`config.mk`:
```
export PLATFORM = sky130hd
export DESIGN_NAME = posicionador_ejes
export DESIGN_NICKNAME = d
export VERILOG_FILES = /design/src/rtl/posicionador_ejes.sv
export SDC_FILE = /design/constraint.sdc
export NUM_CORES = 1
export LEC_CHECK = 0
export ABC_AREA = 1
export CAP_MARGIN = 20
export CORE_ASPECT_RATIO = 0.6
export CORE_MARGIN = 3
export CORE_UTILIZATION = 30
export DETAILED_ROUTE_END_ITERATION = 10
export PLACE_DENSITY = 0.55
export SLEW_MARGIN = 20
export SYNTH_ARGS = -nofsm -noshare
export SYNTH_HDL_FRONTEND = slang
export SYNTH_SLANG_ARGS = --single-unit
export TNS_END_PERCENT = 50
```
`constraint.sdc`:
```
create_clock -name clock -period 2.95 [get_ports clock]
set_input_delay 0.4425 -clock clock [delete_from_list [all_inputs] [get_ports clock]]
set_output_delay 0.4425 -clock clock [all_outputs]
set_load 0.005 [all_outputs]
```
`src/rtl/posicionador_ejes.sv`:
```
// ---------------------------------------------------------------------------
// posicionador_ejes
//
// Two-axis tool positioner for a cutting table. A controller presents target
// coordinates one at a time. For each one the block walks the tool toward it,
// one unit per axis on every step tick, then pulses dato_siguiente to request
// the next coordinate. A latched target of (0,0) ends the program.
//
// Optional feature (compile-time macro RETORNO_ORIGEN_EN):
//   defined     - at the end of the program the tool is stepped back to (0,0)
//                 with the tool off, and corte_terminado rises only at (0,0).
//   not defined - corte_terminado rises in the first FIN cycle and the
//                 position is held.
//
// Parameters
//   bits_eje      width of each axis coordinate
//   periodo_paso  clock cycles between step ticks (>= 2)
//   ancho_pulso   dato_siguiente high time, and settle time after it
//
// Ports
//   clock            in   system clock, rising edge
//   reset            in   asynchronous, active-high
//   cortando         in   run the cut program (level)
//   x_objetivo       in   target X coordinate
//   y_objetivo       in   target Y coordinate
//   paso_x, paso_y   out  one-cycle step pulse per axis
//   dir_x, dir_y     out  1 = increment, 0 = decrement
//   x_posicion       out  current X position
//   y_posicion       out  current Y position
//   herramienta      out  tool enable
//   dato_siguiente   out  request for the next coordinate
//   corte_terminado  out  program finished
// ---------------------------------------------------------------------------
module posicionador_ejes #(
  parameter int bits_eje     = 6,
  parameter int periodo_paso = 8,
  parameter int ancho_pulso  = 4
) (
  input  logic                clock,
  input  logic                reset,
  input  logic                cortando,
  input  logic [bits_eje-1:0] x_objetivo,
  input  logic [bits_eje-1:0] y_objetivo,
  output logic                paso_x,
  output logic                paso_y,
  output logic                dir_x,
  output logic                dir_y,
  output logic [bits_eje-1:0] x_posicion,
  output logic [bits_eje-1:0] y_posicion,
  output logic                herramienta,
  output logic                dato_siguiente,
  output logic                corte_terminado
);

  // FSM encoding
  localparam logic [2:0] REPOSO  = 3'd0;
  localparam logic [2:0] CARGAR  = 3'd1;
  localparam logic [2:0] MOVER   = 3'd2;
  localparam logic [2:0] LLEGADA = 3'd3;
  localparam logic [2:0] ASENTAR = 3'd4;
  localparam logic [2:0] FIN     = 3'd5;

  localparam int DIV_W = (periodo_paso > 2) ? $clog2(periodo_paso) : 1;
  localparam int PUL_W = (ancho_pulso  > 2) ? $clog2(ancho_pulso)  : 1;

  localparam logic [DIV_W-1:0]    DIV_LAST = DIV_W'(periodo_paso - 1);
  localparam logic [PUL_W-1:0]    PUL_LAST = PUL_W'(ancho_pulso - 1);
  localparam logic [bits_eje-1:0] UNO      = bits_eje'(1);

  // State registers
  logic [2:0]          state_q,   state_d;
  logic [bits_eje-1:0] x_obj_q,   x_obj_d;
  logic [bits_eje-1:0] y_obj_q,   y_obj_d;
  logic [bits_eje-1:0] x_pos_q,   x_pos_d;
  logic [bits_eje-1:0] y_pos_q,   y_pos_d;
  logic                dir_x_q,   dir_x_d;
  logic                dir_y_q,   dir_y_d;
  logic                paso_x_q,  paso_x_d;
  logic                paso_y_q,  paso_y_d;
  logic [DIV_W-1:0]    div_q,     div_d;
  logic [PUL_W-1:0]    pul_q,     pul_d;

  // Helpers
  logic tick;        // step divider at its last count
  logic pul_done;    // pulse counter at its last count
  logic falta_x;     // X not yet at its latched target
  logic falta_y;     // Y not yet at its latched target
  logic abortar;     // controller dropped cortando mid-program
  logic avanzar;     // this cycle is a step tick in a stepping state

  assign tick     = (div_q == DIV_LAST);
  assign pul_done = (pul_q == PUL_LAST);
  assign falta_x  = (x_pos_q != x_obj_q);
  assign falta_y  = (y_pos_q != y_obj_q);
  assign abortar  = !cortando && (state_q != REPOSO) && (state_q != FIN);

  always_comb begin
    // NOTE: every next-state value is defaulted before the case so that no
    // path through it leaves a variable unassigned and infers a latch.
    state_d  = state_q;
    x_obj_d  = x_obj_q;
    y_obj_d  = y_obj_q;
    x_pos_d  = x_pos_q;
    y_pos_d  = y_pos_q;
    dir_x_d  = dir_x_q;
    dir_y_d  = dir_y_q;
    paso_x_d = 1'b0;
    paso_y_d = 1'b0;
    avanzar  = 1'b0;

    if (abortar) begin
      // Position and direction are kept; any step due this cycle is dropped.
      state_d = REPOSO;
    end else begin
      case (state_q)
        REPOSO: begin
          if (cortando) state_d = CARGAR;
        end

        CARGAR: begin
          x_obj_d = x_objetivo;
          y_obj_d = y_objetivo;
          if ((x_objetivo == '0) && (y_objetivo == '0)) begin
            state_d = FIN;
`ifdef RETORNO_ORIGEN_EN
            // The walk home always decrements.
            dir_x_d = 1'b0;
            dir_y_d = 1'b0;
`endif
          end else begin
            dir_x_d = (x_objetivo > x_pos_q);
            dir_y_d = (y_objetivo > y_pos_q);
            state_d = MOVER;
          end
        end

        MOVER: begin
          if (!falta_x && !falta_y) state_d = LLEGADA;
          else                      avanzar = tick;
        end

        LLEGADA: begin
          if (pul_done) state_d = ASENTAR;
        end

        ASENTAR: begin
          if (pul_done) state_d = CARGAR;
        end

        FIN: begin
          if (!cortando) state_d = REPOSO;
`ifdef RETORNO_ORIGEN_EN
          // Latched target is (0,0) here, so the MOVER stepping rule
          // walks the tool back to the origin.
          else           avanzar = tick;
`endif
        end

        default: state_d = REPOSO;
      endcase
    end

    // The pulse and the position update are registered together, so the
    // new coordinate is visible in the same cycle as paso_*.
    if (avanzar && falta_x) begin
      paso_x_d = 1'b1;
      x_pos_d  = dir_x_q ? (x_pos_q + UNO) : (x_pos_q - UNO);
    end
    if (avanzar && falta_y) begin
      paso_y_d = 1'b1;
      y_pos_d  = dir_y_q ? (y_pos_q + UNO) : (y_pos_q - UNO);
    end

    // Both counters restart on every state entry.
    if (state_d != state_q)                       div_d = '0;
    else if (tick)                                div_d = '0;
    else                                          div_d = div_q + DIV_W'(1);

    if (state_d != state_q)                       pul_d = '0;
    else if (state_q == LLEGADA || state_q == ASENTAR)
                                                  pul_d = pul_q + PUL_W'(1);
    else                                          pul_d = pul_q;
  end

  always_ff @(posedge clock or posedge reset) begin
    if (reset) begin
      state_q  <= REPOSO;
      x_obj_q  <= '0;
      y_obj_q  <= '0;
      x_pos_q  <= '0;
      y_pos_q  <= '0;
      dir_x_q  <= 1'b0;
      dir_y_q  <= 1'b0;
      paso_x_q <= 1'b0;
      paso_y_q <= 1'b0;
      div_q    <= '0;
      pul_q    <= '0;
    end else begin
      // NOTE: sequential state uses non-blocking assignments so every
      // register samples the values from before this edge.
      state_q  <= state_d;
      x_obj_q  <= x_obj_d;
      y_obj_q  <= y_obj_d;
      x_pos_q  <= x_pos_d;
      y_pos_q  <= y_pos_d;
      dir_x_q  <= dir_x_d;
      dir_y_q  <= dir_y_d;
      paso_x_q <= paso_x_d;
      paso_y_q <= paso_y_d;
      div_q    <= div_d;
      pul_q    <= pul_d;
    end
  end

  // Outputs decode straight from registers; reset zeroes all of them at once.
  assign paso_x         = paso_x_q;
  assign paso_y         = paso_y_q;
  assign dir_x          = dir_x_q;
  assign dir_y          = dir_y_q;
  assign x_posicion     = x_pos_q;
  assign y_posicion     = y_pos_q;
  assign herramienta    = (state_q == MOVER) || (state_q == LLEGADA) ||
                          (state_q == ASENTAR);
  assign dato_siguiente = (state_q == LLEGADA);
`ifdef RETORNO_ORIGEN_EN
  assign corte_terminado = (state_q == FIN) && (x_pos_q == '0) && (y_pos_q == '0);
`else
  assign corte_terminado = (state_q == FIN);
`endif

endmodule

```
; ---- Yosys cells after proc, flatten, opt, wreduce, memory -nomap -nowiden
; Cells that the tools add are included.
[word_totals]
reg_bits = 36
output_inout_bits = 19
word_cells = 70
[classes]
n_addsub = 6
order_cmp = 2
eq_ne = 11
n_mux = 19
bitwise = 2
reduce_logical = 19
[ops]
columns = operator, n
row1 = 2-to-1 mux 3 bit, 9
row2 = one-hot mux 3 bit (6 select lines), 1
row3 = adder 6 x 1 -> 6 bit (second input constant), 2
row4 = greater-than comparator 6 bit, 2
row5 = logical NOT 6 bit, 2
row6 = 2-to-1 mux 6 bit, 2
row7 = inequality test 6 bit, 2
row8 = subtractor 6 x 1 -> 6 bit (second input constant), 2
row9 = == test 3 bit (second input constant), 3
row10 = == test 3 x 2 -> 1 bit (second input constant), 2
row11 = logical AND 1 bit, 6
row12 = 2-to-1 mux 1 bit, 5
row13 = 2-to-1 mux 2 bit, 2
row14 = adder 3 x 1 -> 3 bit (second input constant), 1
row15 = == test 3 x 1 -> 1 bit (second input constant), 1
row16 = logical NOT 1 bit, 3
row17 = logical NOT 3 bit, 1
row18 = logical OR 1 bit, 3
row19 = inequality test 3 bit, 1
row20 = inequality test 3 bit (second input constant), 1
row21 = AND reduction 3 bit, 1
row22 = nonzero test 3 bit, 1
row23 = adder 2 x 1 -> 2 bit (second input constant), 1
row24 = == test 2 bit (second input constant), 1
row25 = other kinds (3), 4

; ---- Longest topological paths before layout
; Gate-level depths: netlist of run 1.
[logic_depth]
depth_word = 8
ltp_mapped = 12

; ---- Least setup slack after synthesis of run 1
; OpenSTA, ideal clock, no wires.
[synth_path]
path_kind = flip-flop to flip-flop
startpoint = register dir_x_q (netlist: dir_x)
endpoint = register x_pos_q[5] (netlist: x_posicion[5])
setup_time_ns = 0.076
t_arrival_ns = 1.592
required_ns = 2.874
path_slack_ns = 1.281
stages_incl_launch_ff = 11
synth_period_minus_slack_ns = 1.669
path_cell_list = dfrtp_1 > inv_1 > ha_1 > a21oi_1 > nand2_1 > a21oi_1 > nor2_1 > nor2_1 > xor2_1 > nand2_1 > o21ai_1
[synth_between]
elab_chain_len = 1
[synth_lines]
columns = item, line_no
row1 = start: declaration, 76  ; logic dir_x_q, dir_x_d;
row2 = start signal: assignment, 206  ; dir_x_q <= dir_x_d;
row3 = 2-to-1 mux 6 bit, 167  ; x_pos_d = dir_x_q ? (x_pos_q + UNO) : (x_pos_q - UNO);
row4 = end signal: assignment, 204  ; x_pos_q <= x_pos_d;
row5 = end: declaration, 74  ; logic [bits_eje-1:0] x_pos_q, x_pos_d;
; No other way between the ends.
; A chain may end at the register's enable or synchronous reset.

; ---- Final worst setup path of run 1
[layout_path]
startpoint = register state_q[0]
endpoint = output port herramienta
[layout_between]
elab_chain_len = 3
elab_cells_between_ends = 5
[layout_lines]
columns = item, line_no
row1 = start: declaration, 71  ; logic [2:0] state_q, state_d;
row2 = start signal: assignment, 201  ; state_q <= state_d;
row3 = == test 3 x 2 -> 1 bit, 222  ; assign herramienta = (state_q == MOVER) || (state_q == LLEGADA) ||
row4 = logical OR 1 bit, 222
row5 = logical OR 1 bit (*), 222
row6 = end: declaration, 50  ; output logic herramienta,
; Mark *: on every way between the ends. The rest lies on a longest branch, timed or not.

==> reports/qor.csv, run 1 <==
stage,metric,value,unit
critical_path,slowest_stage,clkdlybuf4s50_1,
place,io_buffers,33,
logic_synthesis,syn-instance-count,303,
critical_path,critPathCaptureType,output pin,
place,dp_slack,0.857,ns
cells_and_area,diodes,0,
critical_path,reg2reg_slack,1.06,ns
critical_path,crit_type,flip-flop to output pin,
routing,route.final.wire_length,5750,um
floorplanning,die_w,121,um
routing,drc_errors,0,
run,drv_cap,0,
clock_network,cts_root_buffer,clkbuf_16,
clock_network,worstSkewPairLatency,0.27,ns
floorplanning,die_h,75.0,um
critical_path,r2r_end,x_posicion[5],
place,dp_hpwl,4410,um
cells_and_area,fill_cells,760,
cells_and_area,area_growth,25.9,%
grt,grt_pass1_wl,9650,um
routing,drtIter0Drc,120,
critical_path,r2r-start,dir_x,
clock_network,cts_inserted_buffers,5,
grt,grt_max_degree,37,
floorplanning,dieArea,9090,sq um
logic_synthesis,ys_seq_area_share,37.8,%
routing,vias_per_cell,4.43,
critical_path,r2r_cells,10,
floorplanning,floorplan.initialDensity,31.9,%
place,routabilityCongestion,0.796,
critical_path,cp_max_fo,7,
routing,ant_nets,0,
worst_hold_path,hold_class,flip-flop to flip-flop,
clock_network,hold_buffers,0,
grt,globalRouteOverflowTotal,0,
clock_network,clockBufferDepth,2,
routing,wire_per_inst,12.9,um
critical_path,crit_buf_inv,2,
logic_synthesis,synth_warnings,0,
place,dp.cells,440,
floorplanning,pin_count,34,
cells_and_area,nets,383,
critical_path,cp.required,2.51,ns
routing,routed-via-count,1981,
grt,grt_use_total,13.7,%
clock_network,cts.sinks,36,
sta,totalNegativeSetupSlack,0,ns
logic_synthesis,synth_cell_type_count,22,
grt,grt_pass1_vias,1870,
sta,fin_crit,2.07,ns
critical_path,endpoint,herramienta,
sta,whs,0.492,ns
place,place_area,2850,sq um
critical_path,cp.arrival,1.63,ns
logic_synthesis,syn_area,2380,sq um
sta,fin_ws,0.879,ns
floorplanning,num_rows,24,
sta,relSlewSlack,55.5,%
critical_path,critPathLaunch,state_q[0],
sta,rsz0062_at_grt,false,
sta,worst_slew_pin_slew,0.666,ns
cells_and_area,design_area,3000,sq um
cells_and_area,final_cells,447,
logic_synthesis,syn-num-nets,343,
sta,fin_skew,0.00615,ns
clock_network,htree_levels,2,
sta,setup_viol,0,
clock_network,cts_tree,yes,
critical_path,cp_cell_sequence,"inv_2, nand3_1, nand2_1, clkdlybuf4s50_1",
run_status,outcome,"complete, no violations",
logic_synthesis,avgSynthCellArea,7.87,sq um
clock_network,post-cts-setup-buffers,0,
cells_and_area,layout-drive-gt1-share,7.00,%
critical_path,critical_path.top_delay_family,buffers and inverters,
sta,hold_violations,0,
sta,fmax,483,MHz
clock_network,cts_resized,0,
logic_synthesis,async_flop_share,100,%
logic_synthesis,synth_edf_count,0,
clock_network,path_clk_slew,0.06,ns
pwr,peakVddDrop,0.244,mV
critical_path,cp_slowest_stage_delay,0.50,ns
critical_path,path_depth,4,
logic_synthesis,synth_top_flop_cell,dfrtp_1,
sta,finalCritPeriodShare,70.2,%
grt,antenna_found_initial,0,
logic_synthesis,ys_ff_latch,36,
pwr,powerDensity,815,nW/um^2
critical_path,worst_setup_path_start_kind,flip-flop,
pwr,leakagePower,1.52,nW
sta,report.final.slew_viol_count,0,
floorplanning,core_area,7480,sq um
routing,dr.pass1.iters,4,
[state kept, by name, indices dropped and copies added (netlist names)]
signal	cells
paso_y	1
y_posicion	6
pul_q	2
x_posicion	6
y_obj_q	6
div_q	3
dir_x	1
dir_y	1
state_q	3
x_obj_q	6
paso_x	1
[cells in the final DEF (no fill, tap or decap), types with 3 or more instances in the layout]
master and instances:
a21oi_1 14, dfrtp_1 36, nand3_1 18, nand2_1 67, mux2_2 5, xnor2_1 8, inv_1 41, nor2_1 41
ha_1 23, inv_2 5, o21ai_0 14, clkbuf_16 5, nand4_1 3, o21ai_1 5, xor2_1 11, clkdlybuf4s50_1 33
[worst reg2reg max path: cells and delay by family, from the launching register on]
kind,cells,cell delay (ns)
and+or+nand+nor,4,0.32
buffers and inverters,1,0.23
DFF,1,0.40
AOI/OAI and AO/OA,3,0.39
xor gates and xnor gates,1,0.15
adders and majority gates,1,0.34
[metrics by stage]
stage	total power [mW]	util, %
after CTS	2.47	40.1
after global placement	1.88	38.1
after floorplan	1.57	-
after detailed placement	1.91	38.1
after global routing	2.68	40.1
final	2.45	40.1
[how the worst min path moves through the flow]
stage / slack (ns) / cells past startpoint / from / endpoint
finish: 0.49 / 2 / x_obj_q[4] / x_obj_q[4]
global route: 0.53 / 1 / x_obj_q[2] / x_obj_q[2]
CTS: 0.49 / 2 / x_obj_q[4] / x_obj_q[4]
detailed placement: 0.48 / 2 / x_obj_q[4] / x_obj_q[4]
global placement: 0.48 / 2 / x_obj_q[4] / x_obj_q[4]
floorplan: 0.46 / 2 / x_obj_q[4] / x_obj_q[4]
[logic make-up (layout without fill, tap and decap cells)]
| kind of cell | Yosys count | in the layout | share of synthesized area (%) |
|---|---|---|---|
| xor gates and xnor gates | 19 | 19 | 6.98 |
| DFF | 36 | 36 | 37.8 |
| buffers and inverters | 47 | 87 | 7.40 |
| AOI/OAI and AO/OA | 35 | 35 | 7.56 |
| and+or+nand+nor | 136 | 136 | 24.1 |
| adders and majority gates | 25 | 25 | 13.8 |
| muxes | 5 | 5 | 2.36 |
[cell usage after synthesis, types with 8 or more instances]
library cell / count / area share (%)
nor2_1: 41 / 6.5
nand3_1: 18 / 3.8
xor2_1: 11 / 4.0
xnor2_1: 8 / 2.9
inv_1: 41 / 6.5
dfrtp_1: 36 / 38
a21oi_1: 14 / 2.9
nand2_1: 67 / 11
ha_1: 23 / 12
o21ai_0: 14 / 2.9
[metal layers]
layer	GRT usage (%)	up-vias	share of wire [%]
li1	-	1043	-
met1	22.0	896	57
met4	2.26	0	0.40
met2	18.0	40	38
met3	3.83	2	4.5
met5	0	-	0
[final cells by class]
cell class | instances | area, sq um | share of cell area (%)
clock buffers | 7 | 153 | 5.09
flip-flops and latches | 36 | 901 | 30.0
repair buffers | 34 | 338 | 11.3
well taps | 104 | 130 | 4.34
multi-input cells | 220 | 1310 | 43.5
inverters | 46 | 173 | 5.75
[power breakdown]
| part | switching, mW | leakage, nW | internal (mW) |
|---|---|---|---|
| clock | 0.192 | 0.0760 | 0.354 |
| sequential | 0.155 | 0.442 | 0.650 |
| combinational | 0.596 | 1.00 | 0.498 |
Note: power is estimated with default switching activity, not from simulation.
==> run 2: changes to the inputs <==
--- a/config.mk
+++ b/config.mk
@@ -11,7 +11,7 @@
 export CORE_MARGIN = 3
 export CORE_UTILIZATION = 30
 export DETAILED_ROUTE_END_ITERATION = 10
-export PLACE_DENSITY = 0.55
+export PLACE_DENSITY = 0.57
 export SLEW_MARGIN = 20
 export SYNTH_ARGS = -nofsm -noshare
 export SYNTH_HDL_FRONTEND = slang
==> constraint.sdc (replaced) <==
create_clock -name clock -period 1.85 [get_ports clock]
set_input_delay 0.2775 -clock clock [delete_from_list [all_inputs] [get_ports clock]]
set_output_delay 0.2775 -clock clock [all_outputs]
set_load 0.005 [all_outputs]
==> run 2 against run 1 <==
Compared with the run above: clock-buffer cell count fell by 1; largest cell class unchanged; wire length rose by 2.0%; via count rose by 5.0%; worst hold slack got worse by 0.13 ns; first-iteration DRC count rose by 28%; total power rose by 71%; utilization rose by 2.5 points.
==> reports/qor.csv, run 2 (synthesis results as in run 1) <==
stage,metric,value,unit,change
pwr,p_comb_share,46.5,%,+1.8 points
sta,relSlewSlack,73.2,%,+18 points
place,dp.cells,448,,+1.8%
grt,globalRouteOverflowTotal,0,,unchanged
sta,report.final.slew_viol_count,0,,unchanged
cells_and_area,fill_cells,731,,-3.8%
critical_path,critPathCaptureType,output pin,,
floorplanning,dieArea,9090,sq um,unchanged
pwr,pwr-share-seq,30.7,%,-2.2 points
clock_network,clockBufferDepth,2,,unchanged
routing,ant_nets,0,,unchanged
cells_and_area,nets,396,,+3.4%
critical_path,r2r_end,y_obj_q[4],,
sta,fmax,556,MHz,
cells_and_area,final_cells,461,,+3.1%
floorplanning,die_w,121,um,unchanged
sta,fin_crit,1.80,ns,
pwr,leakagePower,1.62,nW,+6.5%
routing,drtIter0Drc,154,,+28%
floorplanning,die_h,75.0,um,unchanged
cells_and_area,multi_input_area,1340,sq um,+2.9%
routing,route.final.wire_length,5860,um,+2.0%
place,dp_hpwl,4510,um,+2.2%
grt,grt_pass1_wl,9800,um,+1.6%
worst_hold_path,hold_class,input port to asynchronous set/reset pin,,
clock_network,path_clk_slew,0.06,ns,about the same
routing,routed-via-count,2080,,+5.0%
pwr,powerDensity,1320,nW/um^2,+62%
cells_and_area,design_area,3180,sq um,+6.1%
sta,worst_slew_pin_slew,0.400,ns,-0.265 ns
cells_and_area,diodes,0,,unchanged
pwr,finalPower,4.19,mW,+71%
critical_path,reg2reg_slack,0.11,ns,-0.95 ns
cells_and_area,final_common_cell,nand2_1,,
routing,drc_errors,0,,unchanged
routing,wire_per_inst,12.7,um,-1.1%
floorplanning,num_rows,24,,unchanged
place,dp_slack,-0.0906,ns,-0.948 ns
critical_path,r2r-start,state_q[0],,
cells_and_area,final_cell_mix,"67 x nand2_1, 40 x nor2_1, 39 x inv_1",,
routing,dr.pass1.iters,4,,unchanged
clock_network,cts_root_buffer,clkbuf_16,,
place,io_buffers,33,,unchanged
pwr,peakVddDrop,0.519,mV,+110%
clock_network,cts_inserted_buffers,5,,unchanged
pwr,p_int,2.60,mW,+73%
clock_network,cts.sinks,36,,unchanged
sta,setup_viol,0,,unchanged
place,routabilityCongestion,0.802,,+0.84%
critical_path,cp.arrival,1.52,ns,-0.11 ns
floorplanning,pin_count,34,,unchanged
critical_path,crit_type,flip-flop to output pin,,
critical_path,cp.required,1.57,ns,-0.94 ns
sta,finalCritPeriodShare,97.3,%,
sta,whs,0.358,ns,-0.134 ns
place,place_area,2920,sq um,+2.5%
critical_path,cp_max_fo,5,,-2
critical_path,worst_setup_path_start_kind,flip-flop,,
run_status,outcome,"complete, no violations",,
floorplanning,floorplan.initialDensity,31.9,%,unchanged
critical_path,r2r_cells,7,,-3
grt,grt_use_total,13.7,%,about the same
run,drv_cap,0,,unchanged
clock_network,worstSkewPairLatency,0.28,ns,about the same
grt,grt_max_degree,37,,unchanged
floorplanning,core_area,7480,sq um,unchanged
grt,grt_pass1_vias,1961,,+4.9%
sta,fin_skew,0.00647,ns,+0.000327 ns
cells_and_area,layout-drive-gt1-share,13.4,%,+6.4 points
clock_network,htree_levels,2,,unchanged
sta,fin_ws,0.0499,ns,-0.830 ns
pwr,power.switching,1.60,mW,+69%
sta,hold_violations,0,,unchanged
sta,rsz0062_at_grt,true,,
routing,vias_per_cell,4.51,,+1.8%
grt,antenna_found_initial,0,,unchanged
clock_network,cts_tree,yes,,
pwr,switching_share,38.1,%,-0.50 points
cells_and_area,register_area,906,sq um,+0.56%
pwr,clockPowerShare,22.8,%,+0.4 points
cells_and_area,area_growth,33.6,%,
-- run 2: metal layers --
metal | up-vias | routed length [um] | GRT usage, %
met3 | 6 | 300 | 3.75
li1 | 1077 | - | -
met4 | 0 | 40 | 2.89
met1 | 947 | 3240 | 21.3
met5 | - | 0 | 0
met2 | 50 | 2280 | 18.7
-- run 2: final cells by class --
| class | instances | share of cell area (%) |
|---|---|---|
| Inverter | 46 | 5.50 |
| Timing Repair Buffer | 47 | 14.6 |
| Clock buffer | 6 | 4.05 |
| Tap cell | 104 | 4.09 |
| Clock inverter | 2 | 1.10 |
| Multi-Input combinational cell | 220 | 42.2 |
| Sequential cell | 36 | 28.4 |
-- run 2: how the worst max path moves through the flow --
stage	startpoint	endpoint	slack [ns]	cells after the start
finish	state_q[1]	corte_terminado	0.05	4
global route	x_objetivo[1]	div_q[2]	-0.05	12
CTS	state_q[1]	herramienta	0.001	4
detailed placement	x_objetivo[3]	pul_q[1]	-0.09	12
global placement	x_objetivo[3]	div_q[0]	-0.05	12
floorplan	dir_x	x_posicion[5]	0.18	10
-- run 2: power by group through the flow --
stage | combinational [mW] | sequential (mW) | clock, mW
5_1_grt | 2.24 | 1.33 | 1.01
3_5_place_dp | 1.81 | 1.29 | 0
4_1_cts | 1.83 | 1.28 | 0.966
3_3_place_gp | 1.79 | 1.28 | 0
2_1_floorplan | 1.27 | 1.24 | 0
6_report | 1.95 | 1.29 | 0.956
-- run 2: repair_timing --
item	in CTS	in global routing
hold buffers	0	0
pin swaps	0	1
endpoints found under the setup margin	3	10
gates resized for setup	3	11
buffers inserted	1	4
hold endpoints to repair	0	0
-- run 2: stage by stage --
step	TNS [ns]	utilization, %
floorplan	0	-
global placement	-0.255	39.1
detailed placement	-0.416	39.1
CTS	0	41.6
global route	-0.265	42.6
finish	0	42.6
-- run 2: worst max-delay path: stages, from the launching register on --
cell and delay, ns:
dfrtp_2 0.46, inv_2 0.10, nand3_1 0.11, inv_1 0.08
clkdlybuf4s50_1 0.50
